`config.mk`:
```
export PLATFORM = sky130hd
export DESIGN_NAME = mul_div_unit_flat
export DESIGN_NICKNAME = d
export VERILOG_FILES = /design/src/rtl/mul_div_unit_if.sv /design/src/rtl/mul_div_unit.sv /design/src/flat_wrapper.sv
export SDC_FILE = /design/constraint.sdc
export NUM_CORES = 1
export LEC_CHECK = 0
export ABC_AREA = 0
export BUFFER_PORTS_ARGS = -buffer_cell sky130_fd_sc_hd__buf_2
export CAP_MARGIN = 0
export CORE_ASPECT_RATIO = 1.75
export CORE_MARGIN = 1
export CORE_UTILIZATION = 55
export DETAILED_ROUTE_END_ITERATION = 10
export GPL_TIMING_DRIVEN = 0
export PLACE_DENSITY = 0.85
export SLEW_MARGIN = 20
export SYNTH_ARGS = -nofsm -noshare
export SYNTH_HDL_FRONTEND = slang
export SYNTH_SLANG_ARGS = --single-unit
```
`constraint.sdc`:
```
create_clock -name clk -period 4.25 [get_ports clk]
set_input_delay 0.85 -clock clk [delete_from_list [all_inputs] [get_ports clk]]
set_output_delay 0.85 -clock clk [all_outputs]
set_load 0.02 [all_outputs]
```
`src/rtl/mul_div_unit_if.sv`:
```
// Request/result bundle between the issue stage and the HI/LO multiply-divide unit.
// Carries operation request, MTHI/MTLO writes and the architectural HI/LO outputs.
// No internal state; pure signal grouping.
interface mul_div_unit_if;
    logic        start;
    logic [1:0]  op;
    logic [31:0] a;
    logic [31:0] b;
    logic        hi_we;
    logic        lo_we;
    logic [31:0] wr_data;
    logic        busy;
    logic        done;
    logic [31:0] hi;
    logic [31:0] lo;

    modport master (
        output start, op, a, b, hi_we, lo_we, wr_data,
        input  busy, done, hi, lo
    );

    modport slave (
        input  start, op, a, b, hi_we, lo_we, wr_data,
        output busy, done, hi, lo
    );
endinterface

```
`src/rtl/mul_div_unit.sv`:
```
// Iterative 32-bit MULT/MULTU/DIV/DIVU unit owning the HI/LO registers.
// Latency: hi/lo and done update on the 33rd edge after start is sampled, for every operand.
// Backpressure: none; start and MTHI/MTLO writes are dropped while busy is high.
module mul_div_unit (
    input  logic          clk,
    input  logic          reset,
    mul_div_unit_if.slave bus
);

    typedef enum logic [1:0] {IDLE, RUN, FINISH} state_t;

    state_t      state_q, state_d;
    logic [4:0]  cnt_q;
    logic        is_div_q;
    logic        res_neg_q;
    logic        rem_neg_q;
    logic        b_zero_q;
    logic [31:0] a_q;
    logic [31:0] mag_b_q;
    logic [63:0] acc_q;
    logic [31:0] hi_q;
    logic [31:0] lo_q;
    logic        done_q;

    // Operand magnitudes at capture; unsigned ops (op[0]=1) pass through unchanged.
    logic        op_signed;
    logic [31:0] mag_a;
    logic [31:0] mag_b;

    assign op_signed = ~bus.op[0];
    assign mag_a     = (op_signed && bus.a[31]) ? -bus.a : bus.a;
    assign mag_b     = (op_signed && bus.b[31]) ? -bus.b : bus.b;

    // Multiply step: conditional add of the multiplicand into the upper half, then shift right.
    logic [32:0] mul_sum;
    logic [63:0] mul_next;
    assign mul_sum  = {1'b0, acc_q[63:32]} + (acc_q[0] ? {1'b0, mag_b_q} : 33'd0);
    assign mul_next = {mul_sum, acc_q[31:1]};

    // Divide step: shift {rem, dividend} left, trial-subtract divisor, restore on borrow.
    logic [32:0] rem_sh;
    logic [32:0] rem_diff;
    logic [63:0] div_next;
    assign rem_sh   = acc_q[63:31];
    assign rem_diff = rem_sh - {1'b0, mag_b_q};
    assign div_next = rem_diff[32] ? {rem_sh[31:0], acc_q[30:0], 1'b0}
                                   : {rem_diff[31:0], acc_q[30:0], 1'b1};

    logic [63:0] prod;
    logic [31:0] quo;
    logic [31:0] rem;
    logic [31:0] res_hi;
    logic [31:0] res_lo;

    always_comb begin
        prod   = res_neg_q ? -acc_q : acc_q;
        quo    = res_neg_q ? -acc_q[31:0] : acc_q[31:0];
        rem    = rem_neg_q ? -acc_q[63:32] : acc_q[63:32];
        res_hi = prod[63:32];
        res_lo = prod[31:0];
        if (is_div_q) begin
            // Divide by zero reports all-ones quotient and the untouched dividend.
            res_hi = b_zero_q ? a_q : rem;
            res_lo = b_zero_q ? 32'hFFFF_FFFF : quo;
        end
    end

    always_comb begin
        state_d = state_q;
        case (state_q)
            IDLE:    if (bus.start) state_d = RUN;
            RUN:     if (cnt_q == 5'd31) state_d = FINISH;
            FINISH:  state_d = IDLE;
            default: state_d = IDLE;
        endcase
    end

    always_ff @(posedge clk or negedge reset) begin
        if (!reset) begin
            state_q <= IDLE;
        end else begin
            state_q <= state_d;
        end
    end

    always_ff @(posedge clk or negedge reset) begin
        if (!reset) begin
            cnt_q     <= 5'd0;
            is_div_q  <= 1'b0;
            res_neg_q <= 1'b0;
            rem_neg_q <= 1'b0;
            b_zero_q  <= 1'b0;
            a_q       <= 32'd0;
            mag_b_q   <= 32'd0;
            acc_q     <= 64'd0;
            hi_q      <= 32'd0;
            lo_q      <= 32'd0;
            done_q    <= 1'b0;
        end else begin
            case (state_q)
                IDLE: begin
                    done_q <= 1'b0;
                    if (bus.start) begin
                        cnt_q     <= 5'd0;
                        is_div_q  <= bus.op[1];
                        res_neg_q <= op_signed && (bus.a[31] ^ bus.b[31]);
                        rem_neg_q <= op_signed && bus.op[1] && bus.a[31];
                        b_zero_q  <= (bus.b == 32'd0);
                        a_q       <= bus.a;
                        mag_b_q   <= mag_b;
                        acc_q     <= {32'd0, mag_a};
                    end else begin
                        if (bus.hi_we) hi_q <= bus.wr_data;
                        if (bus.lo_we) lo_q <= bus.wr_data;
                    end
                end
                RUN: begin
                    acc_q <= is_div_q ? div_next : mul_next;
                    cnt_q <= cnt_q + 5'd1;
                end
                FINISH: begin
                    hi_q   <= res_hi;
                    lo_q   <= res_lo;
                    done_q <= 1'b1;
                end
                default: begin
                    done_q <= 1'b0;
                end
            endcase
        end
    end

    assign bus.busy = (state_q != IDLE);
    assign bus.done = done_q;
    assign bus.hi   = hi_q;
    assign bus.lo   = lo_q;

endmodule

```
`src/flat_wrapper.sv`:
```
// flat-port wrapper written by rule: the top's interface ports become plain ports
module mul_div_unit_flat 
  (clk, reset, bus_start, bus_op, bus_a, bus_b, bus_hi_we, bus_lo_we, bus_wr_data, bus_busy, bus_done, bus_hi, bus_lo);
  mul_div_unit_if bus_i ();
  input  logic clk;
  input  logic reset;
  input wire logic [$bits(bus_i.start)-1:0] bus_start;
  input wire logic [$bits(bus_i.op)-1:0] bus_op;
  input wire logic [$bits(bus_i.a)-1:0] bus_a;
  input wire logic [$bits(bus_i.b)-1:0] bus_b;
  input wire logic [$bits(bus_i.hi_we)-1:0] bus_hi_we;
  input wire logic [$bits(bus_i.lo_we)-1:0] bus_lo_we;
  input wire logic [$bits(bus_i.wr_data)-1:0] bus_wr_data;
  output wire logic [$bits(bus_i.busy)-1:0] bus_busy;
  output wire logic [$bits(bus_i.done)-1:0] bus_done;
  output wire logic [$bits(bus_i.hi)-1:0] bus_hi;
  output wire logic [$bits(bus_i.lo)-1:0] bus_lo;
  assign bus_i.start = bus_start;
  assign bus_i.op = bus_op;
  assign bus_i.a = bus_a;
  assign bus_i.b = bus_b;
  assign bus_i.hi_we = bus_hi_we;
  assign bus_i.lo_we = bus_lo_we;
  assign bus_i.wr_data = bus_wr_data;
  assign bus_busy = bus_i.busy;
  assign bus_done = bus_i.done;
  assign bus_hi = bus_i.hi;
  assign bus_lo = bus_i.lo;
  mul_div_unit u_core (.clk(clk), .reset(reset), .bus(bus_i));
endmodule
```
# [After elaboration in Yosys (flattened, before gate mapping)]
# Index checks and enable logic that the tools add are counted.
[totals] register_bits=204 output_inout_bits=66 wordCells=71
[classes] add_sub_neg=8 n_eq_ne=8 mux=26 bitwise=2 n_reduce_logical=15
[ops] op="two-way mux 32 bit" n=13
[ops] op="two-way mux 64 bit" n=4
[ops] op="negator 32 bit" n=4
[ops] op="one-hot mux 32 bit (2 select lines)" n=2
[ops] op="one-hot mux 64 bit (2 select lines)" n=1
[ops] op="negator 64 bit" n=1
[ops] op="adder 32 x 33 -> 33 bit" n=1
[ops] op="subtractor 33 x 32 -> 33 bit" n=1
[ops] op="logical NOT 32 bit" n=1
[ops] op="one-hot mux 5 bit (2 select lines)" n=1
[ops] op="inequality test 2 bit (second input constant)" n=4
[ops] op="AND reduction 2 bit" n=3
[ops] op="AND reduction 3 bit" n=2
[ops] op="nonzero test 2 bit" n=3
[ops] op="adder 5 x 1 -> 5 bit (second input constant)" n=1
[ops] op="== test 5 bit (second input constant)" n=1
[ops] op="logical AND 1 bit" n=5
[ops] op="two-way mux 5 bit" n=1
[ops] op="two-way mux 2 bit" n=2
[ops] op="one-hot mux 2 bit (2 select lines)" n=1
[ops] op="== test 2 x 1 -> 1 bit (second input constant)" n=1
[ops] op="== test 2 bit (second input constant)" n=1
[ops] op="logical NOT 2 bit" n=1
[ops] op="inequality test 2 x 1 -> 1 bit (second input constant)" n=1
[ops] op="3 further kinds" n=3

# [Longest topological paths before layout]
# Gate-level depths: netlist (run 1).
[logic_depth] ltp_word=5 ltp_mapped=15

# [Worst setup path after synthesis (run 1)]
# Ideal clock, no wire load.
[synth_path] path_type="input port to flip-flop" from="in bus_a[5]" to="reg u_core.acc_q[29]" setup_time_ps=130 arrival_time_ps=3291 t_required_ps=4120 path_slack_ps=829 path_stages=10 n_path_buf=0 path_cell_list="or3_1 > or4_1 > or4_1 > or3_1 > nand2b_4 > nor3_4 > a31oi_1 > xor2_1 > o21ai_0 > o21ai_1"
[synth_via] elab_chain_cells=4
[synth_lines] item="start: declaration" line_no="flat_wrapper.sv:9" source="input wire logic [$bits(bus_i.a)-1:0] bus_a;"
[synth_lines] item="negator 32 bit" line_no="mul_div_unit.sv:31" source="assign mag_a = (op_signed && bus.a[31]) ? -bus.a : bus.a;"
[synth_lines] item="two-way mux 32 bit" line_no="mul_div_unit.sv:31"
[synth_lines] item="two-way mux 64 bit" line_no="mul_div_unit.sv:103" source="if (bus.start) begin"
[synth_lines] item="one-hot mux 64 bit (2 select lines)" line_no="mul_div_unit.sv:100" source="case (state_q)"
[synth_lines] item="end signal: assignment" line_no="mul_div_unit.sv:111" source="acc_q <= {32'd0, mag_a};"
[synth_lines] item="end signal: assignment" line_no="mul_div_unit.sv:118" source="acc_q <= is_div_q ? div_next : mul_next;"
[synth_lines] item="end: declaration" line_no="mul_div_unit.sv:20" source="logic [63:0] acc_q;"
# No other way between the ends. The select of a mux whose other input is x is not followed.
# A chain may end at the register's enable or synchronous reset.

# [Worst setup path in the final report (run 1)]
[layout_path] from="reg u_core.acc_q[33]" to="reg u_core.hi_q[30], in the netlist u_core.bus.hi[30]"
[layout_via] elab_chain_cells=5 word_cells_on_any_way=7 cone_classes="2 x add/sub; 5 x mux"
[layout_lines] item="negator 32 bit" line_no="mul_div_unit.sv:58" source="rem = rem_neg_q ? -acc_q[63:32] : acc_q[63:32];"
[layout_lines] item="two-way mux 32 bit" line_no="mul_div_unit.sv:58"
[layout_lines] item="two-way mux 32 bit" line_no="mul_div_unit.sv:63" source="res_hi = b_zero_q ? a_q : rem;"
[layout_lines] item="two-way mux 32 bit (*)" line_no="mul_div_unit.sv:61" source="if (is_div_q) begin"
[layout_lines] item="one-hot mux 32 bit (2 select lines) (*)" line_no="mul_div_unit.sv:100"
[layout_lines] item="end signal: assignment" line_no="mul_div_unit.sv:113" source="if (bus.hi_we) hi_q <= bus.wr_data;"
[layout_lines] item="end signal: assignment" line_no="mul_div_unit.sv:122" source="hi_q <= res_hi;"
[layout_lines] item="end: declaration" line_no="mul_div_unit.sv:21" source="logic [31:0] hi_q;"
# Every way passes the cells marked *; elsewhere a longest branch is shown, timed or not.

==> summary.txt, run 1 <==
Logic synthesis
  • Syn Inst Count: 2090
  • Register area share after synthesis: 0.308
  • YS warnings: 0
  • Post-synth cell types: between 70 and 80
  • FF+latch count, synth: 204
  • Mapped Area: around 17000 um2
  • Async S/R FF share, synth: 1.00
  • Post-Syn Nets: between 2000 and 2500
  • Ys flop type: dfrtp_1
  • Post-Syn Area per Cell: a little under 8 um2
  • Post-synth EDFFs: 0

Critical path
  • Startpoint types: register
  • Crit-path max FO: 8
  • CP peak stage delay: roughly 0.71 ns
  • Data required, critical path: 4.65 ns
  • CP bufs+invs: 2
  • Family with the most delay on the worst path: simple AND/OR/NAND/NOR gates
  • Crit end category: register
  • CP arrival: 4.55 ns
  • Cell repeated most along the worst path: o21ai_1
  • Crit-path slowest cell: or4b_2
  • Critical Setup Path Class: register to register
  • Worst path cell trace: inv_1 > ha_1 > or3b_1 > nor3_1 > nand3_1 > or4b_2 > buf_2 > o21ai_0 > o221ai_1 > o21ai_1 > o21ai_1

STA
  • Max Slew Vio Count: 0
  • Period utilization: 0.977
  • Clock Skew: 0.0142 ns
  • RSZ-0062 raised after global routing: false
  • Slew @ Worst Pin: 1.22 ns
  • Final setup fails: 0
  • Final Hold Viols: 0
  • Max Clk Rate: 0.241 GHz
  • Tmin final: 4.15 ns
  • Slew headroom: 0.185
  • TNS Setup: 0 ns

Placement
  • I/O Buffers: about 170
  • Post-DP Area: 17900 um2
  • Placed Instances: 2641
  • Routability Congestion: around 1.0
  • Post-DP HPWL: around 52 mm

Pwr
  • Net Switching: 9130 uW
  • Power density over the cells: 933 nW/um2
  • Internal Power: 8360 uW
  • Flop pwr share: 0.226
  • Clock power share: 0.111
  • Power Total: 17500 uW
  • Comb power frac: 0.663
  • Worst VDD drop: 0.000508 V
  • Leak: about 0.0083 uW
  • Switching Share: 0.522

Cells and area
  • Area Growth Syn to Fin: 13.3%
  • Layout Cells excl Fill: 2683
  • Most common cell after layout, fill and taps aside: nand2_1
  • Final Net Count: 2461
  • Share of post-route cells with drive strength above 1: 0.119
  • Commonest non-fill, non-tap cells in the layout: 348 x nand2_1, 240 x o21ai_0, 202 x dfrtp_1
  • Fill count: 2646
  • N_diodes: 0
  • Core Util, Final: 0.636
  • Post-route cell area: 18800 um2

Route
  • Final antenna-violating net count: 0
  • # DRC: 0
  • DR WL/cell: 24.7 um
  • Via count: 17121
  • Drt first pass iters: 7
  • First DRT Iteration DRCs: 1160
  • Total wire length: 66.2 mm
  • Drt via density: 6.38

Clocking
  • CTS clock-pin slew for the worst setup and hold paths: 0.07 ns
  • Clk Latency, worst-skew pair: 0.54 ns
  • Clock tree sinks: 204
  • Root buf cell: clkbuf_16
  • Total CTS buffers: 21
  • CTS tree: done
  • Clock Path Buffers: 3
  • H-Tree Depth: 1

Flow run
  • Max_cap viols: 0

Die
  • Height of the die: 232 um
  • Die X: approximately 130 um
  • Top-Level Pins: 169
  • Row count: 83
  • Core Area: 29500 um2
  • Starting density of the core: 0.561
  • Die Area: 30800 um2

Global routing
  • Grt total ovfl: 0
  • Initial antenna violation count: 3
  • Number of global-route vias before repair: between 15000 and 20000
  • Global-route wire length before repair: 98.6 mm
  • Largest net degree at the start of global routing: 98
  • Total track usage: 0.428

Outcome
  • Outcome: complete, no violations

Hold path
  • Hold Crit Class: input port to async pin
-- synth_stat cells, drive strengths merged (3+ instances only) --
| master | instances | area share |
|---|---|---|
| nand2 | 348 | 0.079 |
| o21ai | 249 | 0.075 |
| dfrtp | 204 | 0.31 |
| nor2 | 135 | 0.031 |
| xnor2 | 127 | 0.067 |
| a21oi | 122 | 0.037 |
| clkbuf | 110 | 0.025 |
| mux2i | 100 | 0.060 |
| xor2 | 72 | 0.038 |
| ha | 70 | 0.053 |
| inv | 59 | 0.013 |
| a21o | 35 | 0.016 |
| o22ai | 35 | 0.013 |
| buf | 33 | 0.010 |
| o31ai | 32 | 0.015 |
| nor3 | 26 | 0.0085 |
| nand3 | 25 | 0.0076 |
| nor2b | 23 | 0.0087 |
| o211ai | 23 | 0.010 |
| or3 | 22 | 0.0086 |
| a22oi | 20 | 0.0091 |
| nand2b | 20 | 0.0080 |
| or4 | 18 | 0.0086 |
| a211oi | 17 | 0.0077 |
| nand4 | 16 | 0.0060 |
| o21bai | 12 | 0.0054 |
| o41ai | 12 | 0.0063 |
| or2 | 11 | 0.0042 |
| nor4 | 10 | 0.0051 |
| a31oi | 8 | 0.0030 |
| and2 | 8 | 0.0030 |
| and3 | 8 | 0.0030 |
| mux2 | 8 | 0.0054 |
| o221ai | 8 | 0.0042 |
| a221o | 7 | 0.0042 |
| a2111oi | 6 | 0.0032 |
| o21a | 5 | 0.0023 |
| a221oi | 4 | 0.0021 |
| nor3b | 4 | 0.0018 |
| o31a | 4 | 0.0021 |
| a311oi | 3 | 0.0016 |
-- area by class of cell --
| type | instances | area [um2] | share of cell area |
|---|---|---|---|
| Multi-Input combinational cell | 1682 | 10700 | 0.571 |
| Tap cell | 382 | 478 | 0.0255 |
| Sequential cell | 204 | 5110 | 0.272 |
| Timing Repair Buffer | 173 | 933 | 0.0498 |
| Clock buffer | 26 | 554 | 0.0296 |
| Buffer | 143 | 603 | 0.0322 |
| Inverter | 61 | 233 | 0.0124 |
| Clock inverter | 12 | 131 | 0.00701 |
-- power by group through the flow --
stage | combinational (uW) | clock [uW] | sequential [uW]
CTS | 11300 | 1930 | 3890
floorplan | 7660 | 0 | 3920
global placement | 10900 | 0 | 3870
detailed placement | 11100 | 0 | 3920
finish | 11600 | 1940 | 3950
global route | 12600 | 2000 | 4000
-- layer usage --
layer / wire [um] / GRT usage / up-vias
met2: 33100 / 0.770 / 933
li1: - / - / 7801
met1: 21600 / 0.408 / 8050
met5: 27 / 0 / -
met4: 7000 / 0.403 / 4
met3: 4460 / 0.0759 / 333
-- worst paths after layout --
path                       cells after the start  slack [ns]                     startpoint                             to
max                                           11         0.1   u_core.acc_q[33]$_DFFE_PN0P_  u_core.bus.hi[30]$_DFFE_PN0P_
min                                            1        0.15                          reset  u_core.bus.hi[27]$_DFFE_PN0P_
max reg2reg                                   11         0.1   u_core.acc_q[33]$_DFFE_PN0P_  u_core.bus.hi[30]$_DFFE_PN0P_
min reg2reg                                    2        0.48  u_core.bus.lo[26]$_DFFE_PN0P_  u_core.bus.lo[26]$_DFFE_PN0P_
max in group asynchronous                      2        3.34                          reset     u_core.a_q[14]$_DFFE_PN0P_
min in group clk                               2        0.48  u_core.bus.lo[26]$_DFFE_PN0P_  u_core.bus.lo[26]$_DFFE_PN0P_
-- through the flow --
stage	hold slack [ns]	setup WS, ns
finish	0.148	0.0982
global route	0.167	0.0145
CTS	0.150	0.0274
detailed placement	0.459	-0.707
global placement	0.457	-1.09
floorplan	0.440	0.829
-- registers in the layout, summed over array words and instances, names as in the netlist --
name,count
u_core.a_q,32
u_core.bus.lo,32
u_core.rem_neg_q,1
u_core.bus.hi,32
u_core.bus.done,1
u_core.cnt_q,5
u_core.mag_b_q,32
u_core.b_zero_q,1
u_core.is_div_q,1
u_core.state_q,2
u_core.acc_q,64
u_core.res_neg_q,1
-- logic make-up after synthesis --
kind of cell | count (synthesis) | share of synthesized area
AOI/OAI and AO/OA | 618 | 0.227
xor gates and xnor gates | 199 | 0.105
buffers and inverters | 204 | 0.0495
and+or+nand+nor | 685 | 0.189
adders and majority gates | 72 | 0.0553
muxes | 108 | 0.0659
DFF | 204 | 0.308
-- timing repair --
item | in CTS | in global routing
setup buffers | 0 | 4
hold buffers | 0 | 0
endpoints found under the hold margin | 0 | 0
gates resized for setup | 11 | 14
setup endpoints to repair | 50 | 38
(Power assumes the default switching activity.)
==> run 2, diff against run 1 <==
Clock period 4.25 ns to 5.15 ns, I/O delays scaled along.
==> summary.txt, run 2 (synthesis gave the netlist of run 1 again) <==
Cells and area
  • Share of post-route cells with drive strength above 1: 0.112 (was 0.119)
  • Commonest non-fill, non-tap cells in the layout: 348 x nand2_1, 240 x o21ai_0, 204 x dfrtp_1 (was 348 x nand2_1, 240 x o21ai_0, 202 x dfrtp_1)
  • Area Growth Syn to Fin: 12.6% (was 13.3%)
  • Fill count: 2662 (was 2646)
  • Most flops, register: u_core.acc_q (unchanged)
  • Final Net Count: 2457 (was 2461)
  • Layout Cells excl Fill: 2679 (was 2683)
  • Largest register FFs: 64 (unchanged)
  • N_diodes: 0 (unchanged)
  • Most common cell after layout, fill and taps aside: nand2_1 (unchanged)

STA
  • Final setup fails: 0 (unchanged)
  • Slew headroom: 0.186 (was 0.185)
  • Tmin final: 5.08 ns (was 4.15 ns)
  • Period utilization: 0.987 (was 0.977)
  • Clock Skew: 0.0164 ns (was 0.0142 ns)
  • Final Hold Viols: 0 (unchanged)
  • Slew @ Worst Pin: 1.22 ns (about the same)
  • Max Clk Rate: 0.197 GHz (was 0.241 GHz)
  • TNS Setup: 0 ns (unchanged)
  • RSZ-0062 raised after global routing: false (unchanged)
  • Max Slew Vio Count: 0 (unchanged)

Clocking
  • Clock tree sinks: 204 (unchanged)
  • CTS clock-pin slew for the worst setup and hold paths: 0.07 ns (about the same)
  • Clock Path Buffers: 3 (unchanged)
  • Hold buffer count at cts: 0 (unchanged)
  • H-Tree Depth: 1 (unchanged)
  • Total CTS buffers: 21 (unchanged)
  • Root buf cell: clkbuf_16 (unchanged)
  • Clk Latency, worst-skew pair: 0.55 ns (was 0.54 ns)
  • CTS tree: done (unchanged)

Route
  • Drt via density: 6.36 (was 6.38)
  • # DRC: 0 (unchanged)
  • DR WL/cell: 24.6 um (was 24.7 um)
  • Final antenna-violating net count: 0 (unchanged)
  • Via count: 17033 (was 17121)
  • Drt first pass iters: 8 (was 7)
  • Total wire length: 65.9 mm (was 66.2 mm)
  • First DRT Iteration DRCs: 1305 (was 1160)

Critical path
  • Reg2Reg Launch Point: u_core.acc_q[31]$_DFFE_PN0P_ (was u_core.acc_q[33]$_DFFE_PN0P_)
  • CP arrival: 5.54 ns (was 4.55 ns)
  • Data required, critical path: 5.61 ns (was 4.65 ns)
  • Crit end category: register (unchanged)
  • FF-to-FF path depth: 14 (was 11)
  • Startpoint types: register (unchanged)
  • Crit-path max FO: 10 (was 8)
  • Reg2reg setup slack: 0.07 ns (was 0.1 ns)
  • Critical Setup Path Class: register to register (unchanged)
  • RR Endpoint: u_core.acc_q[58]$_DFFE_PN0P_ (was u_core.bus.hi[30]$_DFFE_PN0P_)

Pwr
  • Worst VDD drop: 0.000422 V (was 0.000508 V)
  • Power density over the cells: 767 nW/um2 (was 933 nW/um2)
  • Leak: 0.00828 uW (was 0.00832 uW)

Global routing
  • Number of global-route vias before repair: 17162 (was 17181)
  • Largest net degree at the start of global routing: 98 (unchanged)
  • Total track usage: 0.428 (about the same)
  • Grt total ovfl: 0 (unchanged)
  • Global-route wire length before repair: 98.5 mm (was 98.6 mm)
  • Initial antenna violation count: 4 (was 3)

Die
  • Height of the die: 232 um (unchanged)
  • Die Area: 30800 um2 (unchanged)
  • Die X: 133 um (unchanged)
  • Top-Level Pins: 169 (unchanged)
  • Core Area: 29500 um2 (unchanged)
  • Row count: 83 (unchanged)
  • Starting density of the core: 0.561 (unchanged)

Placement
  • Placed Instances: 2641 (unchanged)
  • I/O Buffers: 166 (unchanged)
  • Routability Congestion: 1.01 (unchanged)
  • Post-DP HPWL: 51.6 mm (unchanged)

Flow run
  • Max_cap viols: 0 (unchanged)

Hold path
  • Hold Crit Class: input port to async pin (unchanged)

Outcome
  • Outcome: complete, no violations (unchanged)
## run 2: changes by cell type in the layout (fill, tap and decap cells not counted), moves of 2 or more
| cell | previous run | this run |
|---|---|---|
| buf_2 | 179 | 181 |
| buf_4 | 9 | 4 |
| clkbuf_1 | 109 | 112 |
| clkbuf_2 | 3 | 0 |
| dfrtp_1 | 202 | 204 |
| dfrtp_2 | 2 | 0 |
| o41ai_1 | 9 | 11 |
## run 2: metrics by stage
stage	total power [uW]	instance area, um2	setup slack [ns]	hold WS [ns]	util
3_5_place_dp	12400	17900	0.193	0.459	0.608
2_1_floorplan	9560	16600	1.55	0.440	-
5_1_grt	15200	18600	0.0472	0.347	0.632
6_report	14300	18600	0.0691	0.324	0.632
4_1_cts	14000	18600	0.189	0.330	0.632
3_3_place_gp	12200	17900	-0.368	0.457	0.606
## run 2: area by class of cell
| cell class | instances | area, um2 | area share |
|---|---|---|---|
| repair buffers | 169 | 903 | 0.0485 |
| multi-input cells | 1682 | 10700 | 0.571 |
| flip-flops and latches | 204 | 5100 | 0.274 |
| clock buffers | 26 | 554 | 0.0297 |
| clock inverters | 12 | 131 | 0.00705 |
| plain buffers | 143 | 591 | 0.0317 |
| inverters | 61 | 229 | 0.0123 |
| well taps | 382 | 478 | 0.0256 |
## run 2: how the worst max path moves through the flow
stage / startpoint / to / slack (ns) / cells past startpoint
after floorplan: bus_a[5] / u_core.acc_q[29]$_DFFE_PN0P_ / 1.55 / 10
after global placement: reset / u_core.acc_q[36]$_DFFE_PN0P_ / -0.37 / 1
after detailed placement: u_core.acc_q[31]$_DFFE_PN0P_ / u_core.acc_q[32]$_DFFE_PN0P_ / 0.19 / 15
after CTS: u_core.acc_q[31]$_DFFE_PN0P_ / u_core.acc_q[32]$_DFFE_PN0P_ / 0.19 / 15
after global routing: u_core.acc_q[31]$_DFFE_PN0P_ / u_core.acc_q[58]$_DFFE_PN0P_ / 0.05 / 14
final: u_core.acc_q[31]$_DFFE_PN0P_ / u_core.acc_q[58]$_DFFE_PN0P_ / 0.07 / 14
## run 2: critical path, stage by stage, from the launching register on
cell      delay [ns]
dfrtp_1         0.60
inv_1           0.37
ha_1            0.35
fa_1            0.39
nand2b_1        0.19
a21oi_1         0.23
o41ai_1         0.20
o21ai_1         0.34
a21oi_1         0.26
o41ai_1         0.60
xor2_1          0.29
buf_2           0.39
buf_2           0.39
a41oi_1         0.21
o21ai_0         0.18
## run 2: timing repair
action                     4_1_cts  5_1_grt
setup buffers                    0        0
setup endpoints to repair        0       15
gates resized for setup          0        1
## run 2: layer usage
metal	share of wire	global-route usage	wire, um	vias up
met5	0.00070	0	46	-
met4	0.11	0.408	7300	6
met2	0.50	0.767	32700	929
met3	0.071	0.0761	4650	342
met1	0.32	0.408	21200	7964
li1	-	-	-	7792
## run 2: report_power, final
group / leakage, uW / internal [uW] / total, uW / switching, uW
clock network: 0.000324 / 876 / 1600 / 723
registers: 0.00251 / 2410 / 3260 / 851
logic: 0.00545 / 3540 / 9450 / 5910
total: 0.00828 / 6820 / 14300 / 7480
